**src/rtl/mem_port_arbiter_pkg.sv**
```systemverilog
// mem_port_arbiter_pkg: shared state/owner encodings and default width
package mem_port_arbiter_pkg;
    localparam int WORD_W_DEF = 16;
    typedef enum logic [1:0] {IDLE, BUSY, DONE} state_t;
    typedef enum logic {OWN_I, OWN_D} owner_t;
endpackage

```
**src/rtl/mem_port_arbiter_arb_pick.sv**
```systemverilog
// arb_pick: combinational two-way arbiter, grant=1 selects the data port
module arb_pick
    import mem_port_arbiter_pkg::*;
(
    input  logic i_req,
    input  logic d_req,
    input  logic last,
    output logic valid,
    output logic grant
);
    // on a conflict the port that did not win last time is granted
    always_comb begin
        valid = i_req | d_req;
        grant = (i_req && d_req) ? (last != OWN_D) : d_req;
    end
endmodule

```
**src/rtl/mem_port_arbiter.sv**
```systemverilog
// mem_port_arbiter: shares one memory port between fetch and data requesters
// ARB_ROUND_ROBIN_EN: defined gives round-robin on conflicts, else data port always wins
module mem_port_arbiter
    import mem_port_arbiter_pkg::*;
#(
    parameter int WORD_W      = WORD_W_DEF,
    parameter int MEM_LATENCY = 2
)
(
    input  logic              clk,
    input  logic              reset,
    input  logic              i_req,
    input  logic [WORD_W-1:0] i_addr,
    output logic              i_ready,
    output logic [WORD_W-1:0] i_rdata,
    input  logic              d_req,
    input  logic              d_we,
    input  logic [WORD_W-1:0] d_addr,
    input  logic [WORD_W-1:0] d_wdata,
    output logic              d_ready,
    output logic [WORD_W-1:0] d_rdata,
    output logic              mem_read,
    output logic              mem_write,
    output logic [WORD_W-1:0] mem_addr,
    output logic [WORD_W-1:0] mem_wdata,
    input  logic [WORD_W-1:0] mem_rdata,
    output logic              busy
);
    state_t            state, nxt;
    owner_t            owner, gnt;
    logic [2:0]        cnt;
    logic              we, valid, gnt_bit, last;
    logic [WORD_W-1:0] addr, wdata;

    assign gnt = owner_t'(gnt_bit);

    arb_pick u_pick (
        .i_req (i_req),
        .d_req (d_req),
        .last  (last),
        .valid (valid),
        .grant (gnt_bit)
    );

`ifdef ARB_ROUND_ROBIN_EN
    // last-owner pointer, reset so the data port wins the first conflict
    always_ff @(posedge clk) begin
        if (reset)
            last <= 1'b0;
        else if (state == IDLE && valid)
            last <= gnt_bit;
    end
`else
    // fixed priority: pretend the fetch port always won last time
    assign last = 1'b0;
`endif

    // state register, request latch, latency counter and read-data capture
    always_ff @(posedge clk) begin
        if (reset) begin
            state   <= IDLE;
            cnt     <= '0;
            owner   <= OWN_D;
            we      <= 1'b0;
            addr    <= '0;
            wdata   <= '0;
            i_rdata <= '0;
            d_rdata <= '0;
        end else begin
            state <= nxt;
            if (state == IDLE && valid) begin
                owner <= gnt;
                we    <= (gnt == OWN_D) && d_we;
                addr  <= (gnt == OWN_D) ? d_addr : i_addr;
                wdata <= d_wdata;
                cnt   <= 3'(MEM_LATENCY - 1);
            end
            if (state == BUSY) begin
                cnt <= cnt - 3'd1;
                if (cnt == 3'd0 && !we) begin
                    if (owner == OWN_D)
                        d_rdata <= mem_rdata;
                    else
                        i_rdata <= mem_rdata;
                end
            end
        end
    end

    // next state and all port outputs decoded from the current state
    always_comb begin
        nxt       = state;
        busy      = state != IDLE;
        mem_read  = (state == BUSY) && !we;
        mem_write = (state == BUSY) && we;
        mem_addr  = (state == BUSY) ? addr : '0;
        mem_wdata = (state == BUSY) ? wdata : '0;
        i_ready   = (state == DONE) && (owner == OWN_I);
        d_ready   = (state == DONE) && (owner == OWN_D);
        nxt       = (state == IDLE) ? (valid ? BUSY : IDLE)
                  : (state == BUSY) ? ((cnt == 3'd0) ? DONE : BUSY)
                  : IDLE;
    end
endmodule

```
**config.mk**
```make
export PLATFORM = sky130hd
export DESIGN_NAME = mem_port_arbiter
export DESIGN_NICKNAME = d
export VERILOG_FILES = /design/src/rtl/mem_port_arbiter_pkg.sv /design/src/rtl/mem_port_arbiter_arb_pick.sv /design/src/rtl/mem_port_arbiter.sv
export SDC_FILE = /design/constraint.sdc
export NUM_CORES = 1
export LEC_CHECK = 0
export CAP_MARGIN = 20
export CORE_MARGIN = 2
export CORE_UTILIZATION = 42
export CTS_CLUSTER_DIAMETER = 150
export DETAILED_ROUTE_END_ITERATION = 16
export GPL_ROUTABILITY_DRIVEN = 0
export PLACE_DENSITY = 0.81
export SLEW_MARGIN = 40
export SYNTH_ARGS = -nofsm -noshare
export SYNTH_HDL_FRONTEND = slang
export SYNTH_SLANG_ARGS = --single-unit
```
**constraint.sdc**
```tcl
create_clock -name clk -period 2.3 [get_ports clk]
set_input_delay 0.23 -clock clk [delete_from_list [all_inputs] [get_ports clk]]
set_output_delay 0.23 -clock clk [all_outputs]
set_load 0.02 [all_outputs]
```
==> results.sh <==
export IMPL_status="completed"
export IMPL_cpPeakStageDelay_ns=0.61
export IMPL_setup_violations=0
export IMPL_hp_class="input pin to register"
export IMPL_layout_drive_gt1_share=0.0629
export IMPL_htree_num_levels=3
export IMPL_crit_slowest_cell="clkdlybuf4s50_1"
export IMPL_antenna_found_initial=0
export IMPL_cts_tree="built"
export IMPL_rsz0062_at_grt="no"
export IMPL_cp_required_ns=2.07
export IMPL_tightest_slew_ns=0.664
export IMPL_crit_arrival_ns=1.96
export IMPL_wl_per_cell_um=14.3
export IMPL_syn_num_nets=415
export IMPL_ir_drop_v=0.000292
export IMPL_final_util=0.659
export IMPL_synthToLayoutAreaGrowth_pct=50.0
export IMPL_skew_ns=0.00593
export IMPL_clock_latency_ns=0.33
export IMPL_worstSetupPathType="register to primary output"
export IMPL_rows=31
export IMPL_vias=2884
export IMPL_grt_pass1_wl_um=13700
export IMPL_yosys_top_cells_area="dfxtp_1 (44%), mux2i_1 (15%), nand2b_1 (9.5%), and2_1 (6.4%), a21oi_1 (5.6%)"
export IMPL_yosysTopAreaCellShare=0.441
export IMPL_viasPerCell=5.01
export IMPL_drtIter0Drc=117
export IMPL_hpwl_um=5600
export IMPL_synthFlopType="dfxtp_1"
export IMPL_nNetsFinal=544
export IMPL_dp_slack_ns=0.403
export IMPL_synth_seq_cells=71
export IMPL_syn_area_mm2=0.00322
export IMPL_grt_pass1_vias=2974
export IMPL_ys_types=31
export IMPL_clock_sinks=71
export IMPL_fmax_mhz=457
export IMPL_cts_max_path_buffers=2
export IMPL_leakagePower_nw=1.89
export IMPL_hold_buffers=0
export IMPL_numCtsBuffers=9
export IMPL_async_flop_share=0
export IMPL_chipHeight_um=91.6
export IMPL_numPortBuffers=137
export IMPL_syn_inst=344
export IMPL_crit_path_start_kind="register"
export IMPL_gr_total_overflow=0
export IMPL_period_share=0.951
export IMPL_cts_root_buf="clkbuf_8"
export IMPL_num_io_pins=138
export IMPL_fp_dieW_um=91.6
export IMPL_ys_warn_count=0
export IMPL_seq_area_frac_synth=0.441
export IMPL_p_per_area_mw_per_mm2=627
export IMPL_die_area_mm2=0.00838
export IMPL_drtPass1Iterations=4
export IMPL_path_cells="nor2b_2 > buf_6 > and2_1 > clkdlybuf4s50_1"
export IMPL_drv_cap=0
export IMPL_core_area_mm2=0.00733
export IMPL_grt_use_total=0.201
export IMPL_drt_wl_total_um=8260
export IMPL_tns_ns=0
export IMPL_slew_headroom=0.557
export IMPL_syn_area_per_cell_um2=9.36
export IMPL_final_hold_viol_count=0
export IMPL_slew_viol_final=0
export IMPL_cp_max_fo=34
export IMPL_yosys_area_top_type="dfxtp_1"
export IMPL_route_detailed_drc=0
export IMPL_drtAntennaViolNets=0
export IMPL_clk_pin_slew_worst_paths_ns=0.07
export IMPL_fin_ws_ns=0.113
export IMPL_fillers=605
export IMPL_endpoint_kind="primary output"
export IMPL_synth_edf_count=0
export IMPL_fin_crit_ns=2.19
export IMPL_num_antenna_cells=0
export IMPL_start_util=0.439
export IMPL_grt_max_degree=61
-- Yosys cell counts, types with 2 or more instances --
master / number
a211oi_1: 16
a21oi_1: 36
and2_1: 33
buf_2: 4
buf_6: 2
clkbuf_1: 22
dfxtp_1: 71
ha_1: 2
inv_1: 4
mux2i_1: 48
nand2_1: 2
nand2b_1: 49
nand3_1: 17
nor2_1: 3
nor2_2: 2
o21ai_0: 18
-- worst paths after layout --
| kind | slack [ns] | start | cells after the start | endpoint |
|---|---|---|---|---|
| hold / removal | 0.42 | reset | 2 | addr[8] |
| setup / recovery | 0.11 | state[0] | 4 | mem_addr[14] |
| setup reg to reg | 0.61 | cnt[0] | 6 | d_rdata[8] |
| hold reg to reg | 0.47 | wdata[2] | 2 | wdata[2] |
-- placed cells by master (no fill, tap or decap), types with 2 or more instances in the layout --
cell type	count
a211oi_1	16
a21oi_1	36
and2_1	33
buf_4	8
clkbuf_8	10
clkdlybuf4s50_1	135
clkinv_2	3
dfxtp_1	71
ha_1	2
inv_1	4
mux2i_1	48
nand2_1	2
nand2b_1	49
nand3_1	17
nor2_1	3
nor2_2	2
o21ai_0	18
-- repair_timing --
action / CTS / global route
endpoints found under the setup margin: 0 / 33
resized for setup: 0 / 2
buffers inserted: 0 / 0
-- worst max-delay path: cells and delay by family, from the launching register on --
family / cells / cell delay [ns]
DFF: 1 / 0.42
and+or+nand+nor: 2 / 0.36
buffers and inverters: 2 / 0.84
-- where the power goes --
group	switching [mW]	leakage, nW	total, mW	internal, mW
logic	0.391	1.23	0.789	0.398
registers	0.0604	0.582	1.40	1.34
clock network	0.432	0.0850	0.842	0.410
-- stage by stage --
stage	instance area (um^2)	power (mW)	instances	hold WS (ns)
detailed placement	4660	2.22	561	0.461
finish	4830	3.03	576	0.418
global placement	4660	2.20	561	0.456
floorplan	3220	1.87	344	0.378
CTS	4830	3.07	576	0.406
global route	4830	3.21	576	0.435
-- state kept, by name, summed over array words and instances (netlist names) --
signal and flops:
cnt 3, d_rdata 16, owner 1, state 2
i_rdata 16, addr 16, we 1, wdata 16
-- final cells by class --
class | instances | area, um^2 | share of cell area
Multi-Input combinational cell | 240 | 1650 | 0.341
Timing Repair Buffer | 147 | 1460 | 0.302
Sequential cell | 71 | 1420 | 0.294
Clock buffer | 11 | 141 | 0.0293
Tap cell | 99 | 124 | 0.0256
Clock inverter | 4 | 22.5 | 0.00466
Inverter | 4 | 15.0 | 0.00311
-- kinds of logic (layout without fill, tap and decap cells) --
logic type                 Yosys count  in the layout  synth area share
DFF                                 71             71             0.441
AOI/OAI and AO/OA                   73             73             0.129
adders and majority gates            2              2           0.00777
muxes                               48             48             0.149
and+or+nand+nor                    116            116             0.220
xor gates and xnor gates             1              1           0.00272
buffers and inverters               33            166            0.0497
-- metal layers --
metal | routed length (um) | GRT usage | vias up
met5 | 0 | 0 | -
met4 | 131 | 0.0694 | 0
li1 | - | - | 1437
met2 | 3900 | 0.348 | 106
met1 | 3680 | 0.242 | 1330
met3 | 551 | 0.0473 | 11
No activity file was read; power rests on OpenSTA's default activity.
